## config.mk

```make
export PLATFORM = sky130hd
export DESIGN_NAME = layer_sequencer
export DESIGN_NICKNAME = d
export VERILOG_FILES = /design/src/rtl/layer_seq_pkg.sv /design/src/rtl/seq_watchdog.sv /design/src/rtl/layer_sequencer.sv
export SDC_FILE = /design/constraint.sdc
export NUM_CORES = 1
export LEC_CHECK = 0
export ABC_CLOCK_PERIOD_IN_PS = 5100
export CORE_AREA = 8 8 399 401
export CTS_BUF_LIST = sky130_fd_sc_hd__clkbuf_16
export DETAILED_ROUTE_END_ITERATION = 6
export DIE_AREA = 0 0 407 409
export PLACE_DENSITY = 0.42
export SETUP_SLACK_MARGIN = 0.3
export SYNTH_ARGS = -nofsm -noshare
export SYNTH_HDL_FRONTEND = slang
export SYNTH_SLANG_ARGS = --single-unit
```

## constraint.sdc

```tcl
create_clock -name clk -period 5.1 [get_ports clk]
set_input_delay 1.02 -clock clk [delete_from_list [all_inputs] [get_ports clk]]
set_output_delay 1.02 -clock clk [all_outputs]
set_load 0.02 [all_outputs]
```

## src/rtl/layer_seq_pkg.sv

```systemverilog
// Shared state encoding and default sizing for the layer sequencer and the forward datapath.
// Pure declarations: no logic, no latency, no flow control.
package layer_seq_pkg;

  localparam int LAYER_MAX_DEF      = 3;
  localparam int NUM_NEURON_DEF     = 5;
  localparam int INPUT_SIZE_DEF     = 9;
  localparam int WEIGHT_SIZE_DEF    = 17;
  localparam int ADDR_SIZE_DEF      = 10;
  localparam int TIMEOUT_CYCLES_DEF = 255;

  typedef enum logic [2:0] {
    IDLE,
    FETCH,
    LATCH,
    RUN,
    WAIT_DP,
    DONE,
    ERROR
  } seq_state_t;

endpackage

```

## src/rtl/seq_watchdog.sv

```systemverilog
// WAIT_DP watchdog, present only when LAYER_SEQ_TIMEOUT_EN is defined.
// expired rises combinationally on the LIMIT-th enabled cycle after clear; no flow control.
`ifdef LAYER_SEQ_TIMEOUT_EN
module seq_watchdog #(
  parameter int LIMIT = 255
) (
  input  logic clk,
  input  logic rst,
  input  logic clear,
  input  logic enable,
  output logic expired
);

  localparam int CW = $clog2(LIMIT + 1);

  logic [CW-1:0] cnt_q;

  always_ff @(posedge clk) begin
    if (rst || clear) begin
      cnt_q <= '0;
    end else if (enable && !expired) begin
      cnt_q <= cnt_q + CW'(1);
    end
  end

  assign expired = enable && (cnt_q == CW'(LIMIT - 1));

endmodule
`endif

```

## src/rtl/layer_sequencer.sv

```systemverilog
// Layer sequencer: fetches weights per layer, drives the datapath, chains results; start ignored while busy.
// start at cycle 0 -> final_output_valid at 1+L*(3+D). LAYER_SEQ_TIMEOUT_EN adds a WAIT_DP watchdog.
module layer_sequencer
  import layer_seq_pkg::*;
#(
  parameter int  LAYER_MAX      = LAYER_MAX_DEF,
  parameter int  NUM_NEURON     = NUM_NEURON_DEF,
  parameter int  INPUT_SIZE     = INPUT_SIZE_DEF,
  parameter int  WEIGHT_SIZE    = WEIGHT_SIZE_DEF,
  parameter int  ADDR_SIZE      = ADDR_SIZE_DEF,
  parameter int  TIMEOUT_CYCLES = TIMEOUT_CYCLES_DEF,
  localparam int LB             = $clog2(LAYER_MAX + 1),
  localparam int ACT_W          = NUM_NEURON * INPUT_SIZE,
  localparam int WGT_W          = NUM_NEURON * NUM_NEURON * WEIGHT_SIZE
) (
  input  logic                 clk,
  input  logic                 rst,
  input  logic                 start,
  input  logic [ACT_W-1:0]     start_input,
  input  logic [LB-1:0]        num_layers,
  output logic [ADDR_SIZE-1:0] weight_addr,
  output logic                 weight_rd_en,
  input  logic [WGT_W-1:0]     weight_data,
  output logic                 dp_start,
  output logic [ACT_W-1:0]     dp_input,
  output logic [WGT_W-1:0]     dp_weights,
  input  logic [ACT_W-1:0]     dp_output,
  input  logic                 dp_valid,
  output logic [ACT_W-1:0]     final_output,
  output logic                 final_output_valid,
  output logic                 busy,
  output logic [LB-1:0]        layer_idx,
  output logic                 error
);

  seq_state_t       state_q, state_d;
  logic [LB-1:0]    layer_idx_q, layer_cnt_q, eff_layers;
  logic [ACT_W-1:0] dp_input_q, final_q;
  logic [WGT_W-1:0] dp_weights_q;
  logic             error_q, last_layer, wd_expired;

  // A zero request still runs one layer; oversized requests saturate.
  always_comb begin
    eff_layers = num_layers;
    if (num_layers == '0) begin
      eff_layers = LB'(1);
    end else if (int'(num_layers) > LAYER_MAX) begin
      eff_layers = LB'(LAYER_MAX);
    end
  end

  assign last_layer = (layer_idx_q == layer_cnt_q - LB'(1));

`ifdef LAYER_SEQ_TIMEOUT_EN
  seq_watchdog #(
    .LIMIT(TIMEOUT_CYCLES)
  ) u_watchdog (
    .clk    (clk),
    .rst    (rst),
    .clear  (state_q == RUN),
    .enable ((state_q == WAIT_DP) && !dp_valid),
    .expired(wd_expired)
  );
`else
  logic unused_timeout;
  assign unused_timeout = ^TIMEOUT_CYCLES;
  assign wd_expired     = 1'b0;
`endif

  always_ff @(posedge clk) begin
    if (rst) begin
      state_q <= IDLE;
    end else begin
      state_q <= state_d;
    end
  end

  always_comb begin
    state_d            = state_q;
    weight_rd_en       = 1'b0;
    dp_start           = 1'b0;
    final_output_valid = 1'b0;
    busy               = 1'b1;
    case (state_q)
      IDLE, ERROR: begin
        busy = 1'b0;
        if (start) state_d = FETCH;
      end
      FETCH: begin
        weight_rd_en = 1'b1;
        state_d      = LATCH;
      end
      LATCH: state_d = RUN;
      RUN: begin
        dp_start = 1'b1;
        state_d  = WAIT_DP;
      end
      WAIT_DP: begin
        if (dp_valid) begin
          state_d = last_layer ? DONE : FETCH;
        end else if (wd_expired) begin
          state_d = ERROR;
        end
      end
      DONE: begin
        final_output_valid = 1'b1;
        state_d            = IDLE;
      end
      default: state_d = IDLE;
    endcase
  end

  // Data registers only move in the state that owns them, so stray strobes elsewhere are inert.
  always_ff @(posedge clk) begin
    if (rst) begin
      layer_idx_q  <= '0;
      layer_cnt_q  <= '0;
      dp_input_q   <= '0;
      dp_weights_q <= '0;
      final_q      <= '0;
      error_q      <= 1'b0;
    end else begin
      case (state_q)
        IDLE, ERROR: begin
          if (start) begin
            dp_input_q  <= start_input;
            layer_cnt_q <= eff_layers;
            layer_idx_q <= '0;
            error_q     <= 1'b0;
          end
        end
        LATCH: dp_weights_q <= weight_data;
        WAIT_DP: begin
          if (dp_valid) begin
            dp_input_q <= dp_output;
            final_q    <= dp_output;
            if (!last_layer) layer_idx_q <= layer_idx_q + LB'(1);
          end else if (wd_expired) begin
            error_q <= 1'b1;
          end
        end
        default: ;
      endcase
    end
  end

  assign weight_addr  = weight_rd_en ? ADDR_SIZE'(layer_idx_q) : '0;
  assign dp_input     = dp_input_q;
  assign dp_weights   = dp_weights_q;
  assign final_output = final_q;
  assign layer_idx    = layer_idx_q;
  assign error        = error_q;

endmodule

```

==> summary.md, run 1 <==
| Metric | Value |
|---|---|
| Share of cells above drive strength 1 | 5.224% |
| Reg clk slew, reported paths | roughly 60 ps |
| Drt wl/cell | between 20 and 25 um |
| Main area contributors after synthesis | dfxtp_1 56%, nand2_1 19%, a21oi_1 13%, a211oi_2 2.9%, mux2i_1 2.6% |
| Hold Path Sink | dp_weights[36]$_SDFFE_PP0N_ |
| Die area | approximately 170000 um2 |
| CP dominant cell by count | nor2b_1 |
| Mapped cell area | roughly 19000 um2 |
| Setup bufs post-CTS | 0 |
| Post-synth ARST share | 0% |
| TNS Setup | 0 ps |
| CP cell instances | nor2b_1 > nor2b_1 > and2_1 > clkdlybuf4s50_1 |
| Leakage | about 12 nW |
| WP data arrival | ~2700 ps |
| Hold Crit Start | dp_weights[36]$_SDFFE_PP0N_ |
| Yosys cell types | 34 |
| FP Rows | about 140 |
| Placed instance area | between 30000 and 40000 um2 |
| CP endpoint kind | primary output |
| CTS Hold Bufs | 0 |
| Min Tclk post-route | about 3800 ps |
| Final setup viols | 0 |
| Core box area | 153000 um2 |
| Maximum vdd drop | roughly 220 uV |
| Clock Path Buffers | 3 |
| DRT iter0 DRCs | 1114 |
| Cts repair resizes | 0 |
| Crit-path leading delay family | simple AND/OR/NAND/NOR gates |
| # nets final | 3795 |
| CTS tree | done |
| Worst slew pin tran | 1232 ps |
| Port Buffers | approximately 1000 |
| Top_reg_cell synth | dfxtp_1 |
| GP Congestion | 0.8357 |
| Max Clock Freq | between 200 and 300 MHz |
| Critical-path maximum fanout | 13 |
| Area leader, netlist | dfxtp_1 |
| # IOs | between 1000 and 1500 |
| Register bit total from synthesis | between 500 and 600 |
| Final hold vios | 0 |
| Initial antenna violation count | 61 |
| R2R cell count | 5 |
| Top cell type's share of synthesized area | a little under three fifths |
| Unrepaired setup endpoints after global routing | no |
| Setup slack after placement | 1593 ps |
| Hold path depth | 2 |
| Reg-to-reg critical path endpoint | dp_input[13]$_SDFFE_PP0P_ |
| HP Class | flop to flop |
| Global-route wire length before repair | 163400 um |
| Crit Path Class | flop to primary output |
| FF-to-FF Start | state_q[1]$_SDFFE_PP0P_ |
| Critical path required time | between 4000 and 5000 ps |
| Clock sink count | 522 |
| Worst-Skew Late Latency | ~650 ps |
| Vias in the first global route | 19250 |
| Fraction of the cycle the final worst path needs | approximately three quarters |
| Reg2Reg Setup Slack | 2550 ps |
| Die Height | 409 um |
| Status | complete, no violations |
| MaxCap Viol Count | 0 |
| Final WS setup | between 1000 and 1500 ps |
| Setup Skew | 35.47 ps |
| Post-Syn Instances | approximately 2300 |
| Commonest cells after routing, fill and taps aside | 1042 x clkdlybuf4s50_1, 941 x nand2_1, 522 x dfxtp_1 |
| DRC errors left | 0 |
| CP Launch Type | flop |
| Post-synth EDFFs | 0 |
| Commonest non-fill, non-tap cell in the layout | clkdlybuf4s50_1 |
| Root Driver | clkbuf_16 |
| Max incr delay on CP | 610 ps |
| Via count | 19660 |
| Total number of H-tree levels | 3 |
| Pre-antenna DRT Iters | 5 |
| Final Instance Area | ~34000 um2 |
| Total GRT Usage | 13.94% |
| Number of cells on the critical path | 4 |
| Yosys warns | 0 |
| Total CTS buffers | 73 |
| Syn avg cell area | 8.120 um2 |
| DPL Wire Length | 96890 um |
| Pin count of the biggest net entering global routing | approximately 140 |
| Routed WL | 123000 um |
| Sequential share of the synthesized area | about 56% |
| Max Slew Vio Count | 0 |
| CP Buf/Inv Count | 1 |
| CP max-delay cell | clkdlybuf4s50_1 |
| Max_slew headroom | around 18% |
| Die X | around 400 um |
| Final ANT Viol Nets | 0 |
| Via density | around 3.7 |
| Grt ovf | 0 |
| P&R area growth vs syn | 79.73% |
| PD cells | ~400 nW/um2 |
| Initial Utilization | around an eighth |
==> routing by layer <==
layer  vias up  wire [um]  global-route usage, %
met5         -          0                      0
met4         0       2837                  3.452
met3       209      14860                  7.292
met2       796      57830                  23.24
met1      9233      47430                  15.64
li1       9426          -                      -
==> cell type report <==
class                   count  area, um2
multi-input cells        1604       7450
repair buffers           1070      10810
clock inverters            59      550.5
clock buffers              73       1827
fillers                 16910     119300
well taps                2044       2557
inverters                   3      11.26
diodes                      4      10.01
flip-flops and latches    522      10450
==> logic make-up (layout without fill, tap and decap cells) <==
group | count (synthesis) | after routing | share of synthesized area, %
buffers and inverters | 189 | 1205 | 4.709
AO/OA/AOI/OAI | 528 | 528 | 16.03
other | 1 | 13 | 0.02002
flip-flops | 522 | 522 | 55.79
XOR/XNOR | 3 | 3 | 0.1403
multiplexers | 48 | 48 | 2.565
AND/OR/NAND/NOR | 1016 | 1016 | 20.75
==> Yosys cell counts, drive strengths merged, types with 2 or more instances <==
cell      n
inv       3
nand2b    7
o21ai     5
mux2i    48
buf      86
xnor2     2
nand3     2
nand2   942
nor3b     2
nor2     53
dfxtp   522
nor2b     2
and2      3
clkbuf  100
a211oi   45
a21oi   473
==> per-stage QoR <==
stage	utilization [%]	hold WS [ps]	total power [W]	cells
finish	22.01	449.7	0.01345	5379
global placement	20.45	441.1	0.008394	5243
detailed placement	20.45	445.5	0.008403	5243
CTS	22.00	452.9	0.01381	5375
floorplan	-	497.1	0.006442	2315
global route	22.01	464.7	0.01420	5378
==> worst max path at each step <==
stage                                 start                   endpoint  slack [ps]
floorplan           state_q[0]$_SDFFE_PP0P_             weight_addr[0]        2630
global placement                      start  dp_input[11]$_SDFFE_PP0P_        1620
detailed placement                    start  dp_input[17]$_SDFFE_PP0P_        1590
CTS                 state_q[0]$_SDFFE_PP0P_             weight_addr[0]        1200
global route        state_q[0]$_SDFFE_PP0P_             weight_addr[0]        1120
finish              state_q[0]$_SDFFE_PP0P_             weight_addr[0]        1340
==> registers in the layout (all words and copies together) (netlist names) <==
signal,cells
state_q,3
layer_idx,2
dp_weights,425
dp_input,45
layer_cnt_q,2
final_output,45
==> worst min-delay path: cells and delay by family, from the launching register on <==
kind            cells  cell delay [ps]
compound gates      1               50
flops               1              300
simple gates        1               50
==> report_power, final <==
part | total, W | switching (W) | leakage, nW | internal, W
registers | 0.00475 | 0.000234 | 4.25 | 0.00452
logic | 0.00350 | 0.00204 | 6.10 | 0.00146
clock network | 0.00520 | 0.00209 | 1.22 | 0.00311
total | 0.0135 | 0.00436 | 11.6 | 0.00909
(Power assumes the default switching activity.)
==> run 2: changes to the inputs <==
--- a/config.mk
+++ b/config.mk
@@ -5,7 +5,7 @@
 export SDC_FILE = /design/constraint.sdc
 export NUM_CORES = 1
 export LEC_CHECK = 0
-export ABC_CLOCK_PERIOD_IN_PS = 5100
+export ABC_CLOCK_PERIOD_IN_PS = 3600
 export CORE_AREA = 8 8 399 401
 export CTS_BUF_LIST = sky130_fd_sc_hd__clkbuf_16
 export DETAILED_ROUTE_END_ITERATION = 6
==> constraint.sdc (replaced) <==
create_clock -name clk -period 3.6 [get_ports clk]
set_input_delay 0.72 -clock clk [delete_from_list [all_inputs] [get_ports clk]]
set_output_delay 0.72 -clock clk [all_outputs]
set_load 0.02 [all_outputs]
==> run 2 against run 1 <==
Effect of this change:
- sequential power increased by 42%
- clock skew rose by 6.3 ps
- core utilization grew 0.33 points
==> summary.md, run 2 (synthesized netlist as in run 1, its figures left out) <==
| Metric | Value |
|---|---|
| Status | complete, no violations |
| Hold path depth | 2 |
| Maximum vdd drop | ~270 uV |
| Reg2Reg Setup Slack | between 1000 and 1500 ps |
| Setup Skew | around 42 ps |
| Clock sink count | 522 |
| Final hold vios | 0 |
| Worst slew pin tran | just over 1000 ps |
| Max FFs per register | 425 |
| Final ANT Viol Nets | 0 |
| Hold Crit Start | dp_weights[257]$_SDFFE_PP0N_ |
| FF-to-FF Start | state_q[1]$_SDFFE_PP0P_ |
| Drt wl/cell | about 23 um |
| Critical path required time | 2880 ps |
| Pre-antenna DRT Iters | 5 |
| Setup bufs post-CTS | 0 |
| CP endpoint kind | primary output |
| Hold Path Sink | dp_weights[257]$_SDFFE_PP0N_ |
| Net Sw Frac | about a third |
| GP Congestion | approximately 0.83 |
| Flop pwr share | 34.9% |
| Max_slew headroom | ~32% |
| Final setup viols | 0 |
| Die X | between 400 and 500 um |
| Max Slew Vio Count | 0 |
| Initial antenna violation count | just over 60 |
| Port Buffers | roughly 1000 |
| Clock Path Buffers | 3 |
| Reg-to-reg critical path endpoint | dp_weights[268]$_SDFFE_PP0N_ |
| Max Clock Freq | approximately 320 MHz |
| CTS Hold Bufs | 0 |
| # nets final | between 3000 and 4000 |
| Total number of H-tree levels | 3 |
| TNS Setup | 0 ps |
| Via count | between 15000 and 20000 |
| Routed WL | roughly 120000 um |
| Critical-path maximum fanout | 13 |
| Global-route wire length before repair | 165000 um |
| Vias in the first global route | slightly below 20000 |
| Leakage | about 12 nW |
| MaxCap Viol Count | 0 |
| Crit Path Class | flop to primary output |
| Initial Utilization | roughly 12% |
| DPL Wire Length | slightly below 100000 um |
| Comb power frac | 26.5% |
| Pin count of the biggest net entering global routing | a little under 90 |
| Reg clk slew, reported paths | roughly 60 ps |
| Core box area | between 150000 and 200000 um2 |
| Worst-Skew Late Latency | about 660 ps |
| P_sw | about 0.0063 W |
| Unrepaired setup endpoints after global routing | no |
| DRC errors left | 0 |
| Root Driver | clkbuf_16 |
| Total CTS buffers | 74 |
| R2R cell count | 6 |
| CP Launch Type | flop |
| DRT iter0 DRCs | approximately 1100 |
| Clock power share | approximately 39% |
| Total GRT Usage | 14.06% |
| Min Tclk post-route | about 3200 ps |
| Via density | between 3 and 4 |
| Fraction of the cycle the final worst path needs | between 80% and 90% |
| FP Rows | around 140 |
| Pint | between 0.01 and 0.015 W |
| Die area | roughly 170000 um2 |
| # IOs | ~1100 |
| HP Class | flop to flop |
| Share of cells above drive strength 1 | between 6 and 7% |
| P&R area growth vs syn | 82.43% |
| Crit. Startpoint | state_q[0]$_SDFFE_PP0P_ |
| WP data arrival | roughly 2400 ps |
| Commonest non-fill, non-tap cell in the layout | clkdlybuf4s50_1 |
| Final core occ | between 20% and 30% |
| CTS tree | done |
| Grt ovf | 0 |
| Cts repair resizes | 3 |
| Die Height | 409 um |
| PD cells | roughly 570 nW/um2 |
| Commonest cells after routing, fill and taps aside | 1042 x clkdlybuf4s50_1, 941 x nand2_1, 521 x dfxtp_1 |
[run 2: worst max-delay path, stage by stage (launching register included)]
cell,delay (ps)
dfxtp_2,440
nor2b_1,260
nor2b_4,280
and2_1,170
clkdlybuf4s50_1,610
[run 2: worst max-delay path by stage]
stage,cells after the start,end
after floorplan,4,weight_addr[0]
after global placement,4,weight_addr[1]
after detailed placement,4,weight_addr[0]
after CTS,3,final_output_valid
after global routing,3,final_output_valid
final,4,weight_addr[1]
[run 2: per-layer routing]
metal	vias to the layer above	GRT usage, %	wire length (um)
met2	774	21.76	56840
met1	9173	15.72	48180
met5	-	0	27
li1	9544	-	-
met3	207	7.226	14240
met4	4	7.278	4447
[run 2: per-stage QoR]
step	instances	power [W]	setup slack (ps)	area [um2]	hold WS, ps
global placement	5280	0.01203	862.7	31670	440.8
detailed placement	5280	0.01204	827.5	31670	445.3
floorplan	2315	0.009126	1426	18760	497.1
CTS	5412	0.01977	380.1	34100	453.2
finish	5442	0.01933	441.2	34170	452.2
global route	5436	0.02035	326.3	34160	468.8
[run 2: layout make-up]
class | instances | area, um2
antenna | 30 | 75.07
clock buffer | 74 | 1852
clock inverter | 58 | 566.8
fill | 16870 | 118800
inverter | 3 | 11.26
multi-input combinational | 1604 | 7457
sequential | 522 | 10450
tap | 2044 | 2557
timing repair buffer | 1107 | 11200
[run 2: power groups by stage]
stage | registers (W) | logic [W] | clock network [W]
floorplan | 0.00754 | 0.00158 | 0
global placement | 0.00683 | 0.00520 | 0
detailed placement | 0.00685 | 0.00519 | 0
CTS | 0.00674 | 0.00521 | 0.00782
global route | 0.00681 | 0.00552 | 0.00801
finish | 0.00674 | 0.00512 | 0.00747
